## config.mk

```make
export PLATFORM = sky130hd
export DESIGN_NAME = axi_wr_arbiter
export DESIGN_NICKNAME = d
export VERILOG_FILES = /design/src/rtl/axi_wr_arbiter_pkg.sv /design/src/rtl/rr_arbiter_pick.sv /design/src/rtl/axi_wr_arbiter.sv
export SDC_FILE = /design/constraint.sdc
export NUM_CORES = 1
export LEC_CHECK = 0
export CELL_PAD_IN_SITES_DETAIL_PLACEMENT = 0
export CELL_PAD_IN_SITES_GLOBAL_PLACEMENT = 1
export CORE_ASPECT_RATIO = 1.2
export CORE_UTILIZATION = 26
export CTS_CLUSTER_SIZE = 30
export DETAILED_ROUTE_END_ITERATION = 10
export GPL_ROUTABILITY_DRIVEN = 0
export PLACE_DENSITY = 0.81
export SYNTH_ARGS = -nofsm -noshare
export SYNTH_HDL_FRONTEND = slang
export SYNTH_SLANG_ARGS = --single-unit
```

## constraint.sdc

```tcl
create_clock -name clock -period 2.5 [get_ports clock]
set_input_delay 0.75 -clock clock [delete_from_list [all_inputs] [get_ports clock]]
set_output_delay 0.75 -clock clock [all_outputs]
set_load 0.03 [all_outputs]
```

## src/rtl/axi_wr_arbiter_pkg.sv

```systemverilog
// axi_wr_arbiter_pkg: helper status and arbiter state encodings shared by the write-side arbiter
package axi_wr_arbiter_pkg;

    typedef enum logic [1:0] {
        ST_READY = 2'd0,
        ST_WAIT  = 2'd1,
        ST_OK    = 2'd2,
        ST_ERR   = 2'd3
    } status_t;

    typedef enum logic [1:0] {
        IDLE    = 2'd0,
        ISSUE   = 2'd1,
        WAIT    = 2'd2,
        RELEASE = 2'd3
    } state_t;

endpackage

```

## src/rtl/rr_arbiter_pick.sv

```systemverilog
// rr_arbiter_pick: combinational round-robin pick, first set request above last_grant (wrapping)
module rr_arbiter_pick #(
    parameter int NUM_REQ = 4,
    parameter int IW      = $clog2(NUM_REQ)
) (
    input  logic [NUM_REQ-1:0] req,
    input  logic [IW-1:0]      last_grant,
    output logic [NUM_REQ-1:0] grant,
    output logic [IW-1:0]      index
);

    logic          found;
    logic [IW-1:0] c;

    // scan from last_grant+1 upward modulo NUM_REQ, keep the first hit
    always_comb begin
        found = 1'b0;
        index = '0;
        c     = '0;
        for (int k = 1; k <= NUM_REQ; k++) begin
            c = IW'((int'(last_grant) + k) % NUM_REQ);
            if (!found && req[c]) begin
                found = 1'b1;
                index = c;
            end
        end
        grant = found ? NUM_REQ'(1) << index : '0;
    end

endmodule

```

## src/rtl/axi_wr_arbiter.sv

```systemverilog
// axi_wr_arbiter: round-robin sharing of one axi_wr helper among NUM_REQ burst requesters
module axi_wr_arbiter
    import axi_wr_arbiter_pkg::*;
#(
    parameter int NUM_REQ        = 4,
    parameter int ID_WIDTH       = 8,
    parameter int ID_BASE        = 0,
    parameter int ADDR_WIDTH     = 32,
    parameter int BUS_WIDTH      = 32,
    parameter int MAX_BURST_LEN  = 1,
    parameter int TIMEOUT_CYCLES = 4096
) (
    input  logic                                     clock,
    input  logic                                     reset,
    input  logic [NUM_REQ-1:0]                       req_valid,
    input  logic [NUM_REQ*ADDR_WIDTH-1:0]            req_addr,
    input  logic [NUM_REQ*MAX_BURST_LEN*BUS_WIDTH-1:0] req_data,
    input  logic [NUM_REQ*4-1:0]                     req_burst_len,
    input  logic [NUM_REQ*BUS_WIDTH/8-1:0]           req_strb,
    output logic [NUM_REQ-1:0]                       req_done,
    output logic [NUM_REQ-1:0]                       req_err,
    output logic [NUM_REQ-1:0]                       grant,
    output logic                                     busy,
    output logic                                     timeout,
    output logic                                     wr_enable,
    output logic [ID_WIDTH-1:0]                      wr_id,
    output logic [ADDR_WIDTH-1:0]                    wr_addr,
    output logic [MAX_BURST_LEN*BUS_WIDTH-1:0]       wr_data,
    output logic [3:0]                               wr_burst_len,
    output logic [BUS_WIDTH/8-1:0]                   wr_strb,
    input  logic [1:0]                               wr_status
);

    localparam int IW = $clog2(NUM_REQ);
    localparam int DW = MAX_BURST_LEN * BUS_WIDTH;
    localparam int SW = BUS_WIDTH / 8;
    localparam int TW = $clog2(TIMEOUT_CYCLES) + 1;

    state_t            state;
    status_t           st;
    logic [IW-1:0]     last_grant;
    logic [IW-1:0]     gidx;
    logic [IW-1:0]     pick_idx;
    logic [NUM_REQ-1:0] pick_oh;
    logic [TW-1:0]     wdog;

    assign st = status_t'(wr_status);

    rr_arbiter_pick #(.NUM_REQ(NUM_REQ)) u_pick (
        .req        (req_valid),
        .last_grant (last_grant),
        .grant      (pick_oh),
        .index      (pick_idx)
    );

    // grant, descriptor capture, helper handshake, watchdog and done pulse
    always_ff @(posedge clock) begin
        if (reset) begin
            state        <= IDLE;
            last_grant   <= IW'(NUM_REQ - 1);
            gidx         <= '0;
            grant        <= '0;
            busy         <= 1'b0;
            timeout      <= 1'b0;
            wr_enable    <= 1'b0;
            wr_id        <= '0;
            wr_addr      <= '0;
            wr_data      <= '0;
            wr_burst_len <= '0;
            wr_strb      <= '0;
            req_done     <= '0;
            req_err      <= '0;
            wdog         <= '0;
        end else begin
            case (state)
                IDLE: if (|req_valid && st == ST_READY) begin
                    gidx         <= pick_idx;
                    grant        <= pick_oh;
                    busy         <= 1'b1;
                    wr_enable    <= 1'b1;
                    wr_id        <= ID_WIDTH'(ID_BASE) + ID_WIDTH'(pick_idx);
                    wr_addr      <= req_addr[pick_idx*ADDR_WIDTH +: ADDR_WIDTH];
                    wr_data      <= req_data[pick_idx*DW +: DW];
                    wr_burst_len <= req_burst_len[pick_idx*4 +: 4];
                    wr_strb      <= req_strb[pick_idx*SW +: SW];
                    wdog         <= '0;
                    state        <= ISSUE;
                end
                ISSUE, WAIT: if (st == ST_OK || st == ST_ERR) begin
                    wr_enable <= 1'b0;
                    req_done  <= grant;
                    req_err   <= st == ST_ERR ? grant : '0;
                    state     <= RELEASE;
                end else if (wdog == TW'(TIMEOUT_CYCLES - 1)) begin
                    wr_enable <= 1'b0;
                    req_done  <= grant;
                    req_err   <= grant;
                    timeout   <= 1'b1;
                    state     <= RELEASE;
                end else begin
                    wdog <= wdog + 1'b1;
                    if (state == ISSUE && st == ST_WAIT) begin
                        wr_enable <= 1'b0;
                        state     <= WAIT;
                    end
                end
                RELEASE: begin
                    req_done   <= '0;
                    req_err    <= '0;
                    grant      <= '0;
                    busy       <= 1'b0;
                    last_grant <= gidx;
                    state      <= IDLE;
                end
                default: state <= IDLE;
            endcase
        end
    end

endmodule

```

==> results.tsv, run 1 <==
stage	metric	value	unit
synthesis	top_reg_cell synth	dfxtp_1	
synthesis	Synth area leaders	dfxtp_1, mux2i_1, o221ai_1, nand3b_1, clkbuf_1	
worst_setup_path	Setup Crit Path Kind	input pin to register	
synthesis	synthesized flop and latch total	106	
routing	drt drc	0	
timing	Pins Over Slew Limit	0	
layout	ratio of cells with drive above 1 in the final layout	0.113	
synthesis	Synth top area share	0.353	
clock_tree	clock buffer depth	2	
flow_run	# Max-Cap Violations	0	
global_route	first-pass GRT wire length	36300	um
worst_setup_path	critical path data required time	2720	ps
pwr	P_leak	4.02	nW
timing	final-report hold violation count	0	
synthesis	average size of a mapped cell	9.84	um2
global_route	total gr overflow	0	
routing	Initial DRC Count	293	
timing	setup ws final	106	ps
synthesis	post-synthesis cell count	610	
placement	Post-Place Cells	1278	
floorplanning	die area	23700	um2
synthesis	Seq/Total Area, Yosys	0.353	
worst_setup_path	Max FO, Critical Path	7	
floorplanning	die width	141	um
layout	area grow syn2layout	85.4	%
min_path	min-delay src	wdog[12]	
min_path	hold path depth	1	
global_route	GRT Total Usage	0.199	
floorplanning	total I/O pin count	391	
synthesis	cell taking the most area after synthesis	dfxtp_1	
placement	HPWL after detailed placement	19000	um
outcome	outcome	complete, no violations	
timing	RSZ-0062 raised after global routing	no	
timing	FMAX	0.418	GHz
timing	Max-slew headroom	0.666	
clock_tree	# H-tree levels	3	
timing	worst slew pin tran	497	ps
floorplanning	starting density of the core	0.267	
pwr	Cell Int Power	0.00444	W
worst_setup_path	Crit. End Element	register	
pwr	Peak VDD IR	0.322	mV
layout	final cell count without fillers	1311	
global_route	initial antenna violation count	1	
synthesis	Post-Syn Area	6000	um2
placement	PortBufs	384	
pwr	Comb pwr share	0.466	
layout	commonest cells after routing, fill and taps aside	clkdlybuf4s50_1, mux2i_1, dfxtp_1	
pwr	sequential power share	0.299	
timing	setup violators final	0	
worst_setup_path	CP startpoint	req_valid[2]	
floorplanning	Row Count	60	
synthesis	FFs w/ async S/R, synth	0	
placement	pre-CTS WS	-366	ps
routing	Via density	5.04	
pwr	power density cells	615	nW/um2
worst_setup_path	Reg2Reg Depth	7	
pwr	switching power	0.00240	W
floorplanning	Die H	168	um
worst_setup_path	Critical Path Source Type	input pin	
clock_tree	Num CTS Buffers	9	
clock_tree	Root Driver	clkbuf_16	
clock_tree	CTS sink count	106	
synthesis	Synth cell types	47	
synthesis	synthesis warning total	0	
pwr	sw frac	0.351	
clock_tree	CTS tree	built	
worst_setup_path	WP data arrival	2610	ps
synthesis	EDFF count, synth	0	
clock_tree	Clock Latency Late Sink	350	ps
min_path	Min-Delay Path Class	register to register	
routing	via count	6608	
timing	clock period minus worst slack	2390	ps
routing	Final ANT Viol Nets	0	
floorplanning	core region area	22500	um2
layout	fin nets	1327	
layout	leading cell type in the layout, fill and taps excluded	clkdlybuf4s50_1	
global_route	number of global-route vias before repair	6527	
routing	drt wl/cell	19.1	um
clock_tree	clock-pin slew on the worst setup and hold paths	70	ps
worst_setup_path	Worst R2R Start	wdog[1]	
pwr	clock network power share	0.235	
routing	DRT Pass-1 Iters	4	
timing	final period utilization	0.958	
global_route	largest net degree at the start of global routing	64	
routing	total routed wirelength	25000	um
timing	Clock Skew	7.01	ps
synth_stat cells (2+ instances only):
cell type,instances
buf_2,15
nand3_1,9
mux2i_1,147
nand3b_1,76
nor3_1,3
o221ai_1,73
nor4b_1,2
or4_1,3
inv_1,6
nand2_1,10
xnor2_1,5
a32o_1,4
dfxtp_1,106
a21oi_1,12
and4_1,2
a22o_1,4
a32oi_1,4
a211oi_1,2
nor4_1,5
a211o_1,3
o21ai_0,6
o31ai_1,6
or3_1,3
buf_4,6
nand2b_1,7
nand4_1,3
nor2_1,23
clkbuf_1,39
nor2b_1,3
buf_1,2
ha_1,5
stage by stage:
| step | power [W] | cell area, um2 | utilization | TNS [ps] | hold slack [ps] |
|---|---|---|---|---|---|
| global placement | 0.00508 | 10500 | 0.467 | -21610 | 446 |
| detailed placement | 0.00510 | 10500 | 0.467 | -24590 | 450 |
| CTS | 0.00674 | 10900 | 0.482 | 0 | 460 |
| global route | 0.00718 | 11100 | 0.494 | 0 | 487 |
| finish | 0.00685 | 11100 | 0.494 | 0 | 459 |
| floorplan | 0.00365 | 6020 | - | 0 | 430 |
worst max-delay path, cell delays in order:
cell and delay (ps):
clkdlybuf4s50_1 500, buf_4 130, nor2_1 70, nor3_4 220
buf_4 170, buf_6 130, buf_12 150, mux2i_2 240
buf_4 150, o221ai_1 100
layer usage:
metal  wire length, um  track usage  vias up
li1                  -            -     3192
met1              9450        0.224     3123
met2             13300        0.364      252
met3              1560       0.0487       41
met4               732       0.0704        0
met5                 0            0        -
power by group through the flow:
stage                     combinational (W)  clock, W  sequential (W)
after CTS                           0.00303   0.00166         0.00205
after global placement              0.00300         0         0.00208
after floorplan                     0.00120         0         0.00244
after global routing                0.00339   0.00172         0.00208
after detailed placement            0.00302         0         0.00208
final                               0.00319   0.00161         0.00205
path summary, 6_finish.rpt:
check	to	slack [ps]
min reg2reg	wdog[12]	460
min	wdog[12]	460
max reg2reg	state[1]	320
max	wr_strb[2]	110
what timing repair did:
item                       CTS  global route
gates resized for setup      0            25
hold endpoints to repair     0             0
setup endpoints to repair    0            79
hold buffers                 0             0
buffers inserted             0            11
final cells by class:
cell class,instances,area (um2)
diodes,1,2.50
clock buffers,10,239
clock inverters,6,96.3
fillers,2093,11400
inverters,6,22.5
multi-input cells,440,3670
flip-flops and latches,106,2120
well taps,279,349
repair buffers,463,4630
registers in the layout (all words and copies together), names as in the netlist, 4 cells and up:
name,cells
wr_addr,32
wr_data,32
grant,4
req_err,4
req_done,4
wdog,13
wr_strb,4
wr_burst_len,4
cell families (layout without fill, tap and decap cells):
logic type               after synthesis  in the layout  synth area share
adder cells (fa/ha/maj)                5              5            0.0104
other                                  1              7          0.000625
buffers and inverters                 69            485            0.0513
AO/OA/AOI/OAI                        122            122             0.167
XOR/XNOR                               5              5           0.00729
AND/OR/NAND/NOR                      155            155             0.165
multiplexers                         147            147             0.245
flip-flops                           106            106             0.353
(Power assumes the default switching activity.)
==> run 2, diff against run 1 <==
--- a/config.mk
+++ b/config.mk
@@ -11,7 +11,6 @@
 export CORE_UTILIZATION = 26
 export CTS_CLUSTER_SIZE = 30
 export DETAILED_ROUTE_END_ITERATION = 10
-export GPL_ROUTABILITY_DRIVEN = 0
 export PLACE_DENSITY = 0.81
 export SYNTH_ARGS = -nofsm -noshare
 export SYNTH_HDL_FRONTEND = slang
==> results of run 2 <==
Same layout as run 1: the final DEF is identical, and so are final timing and power.
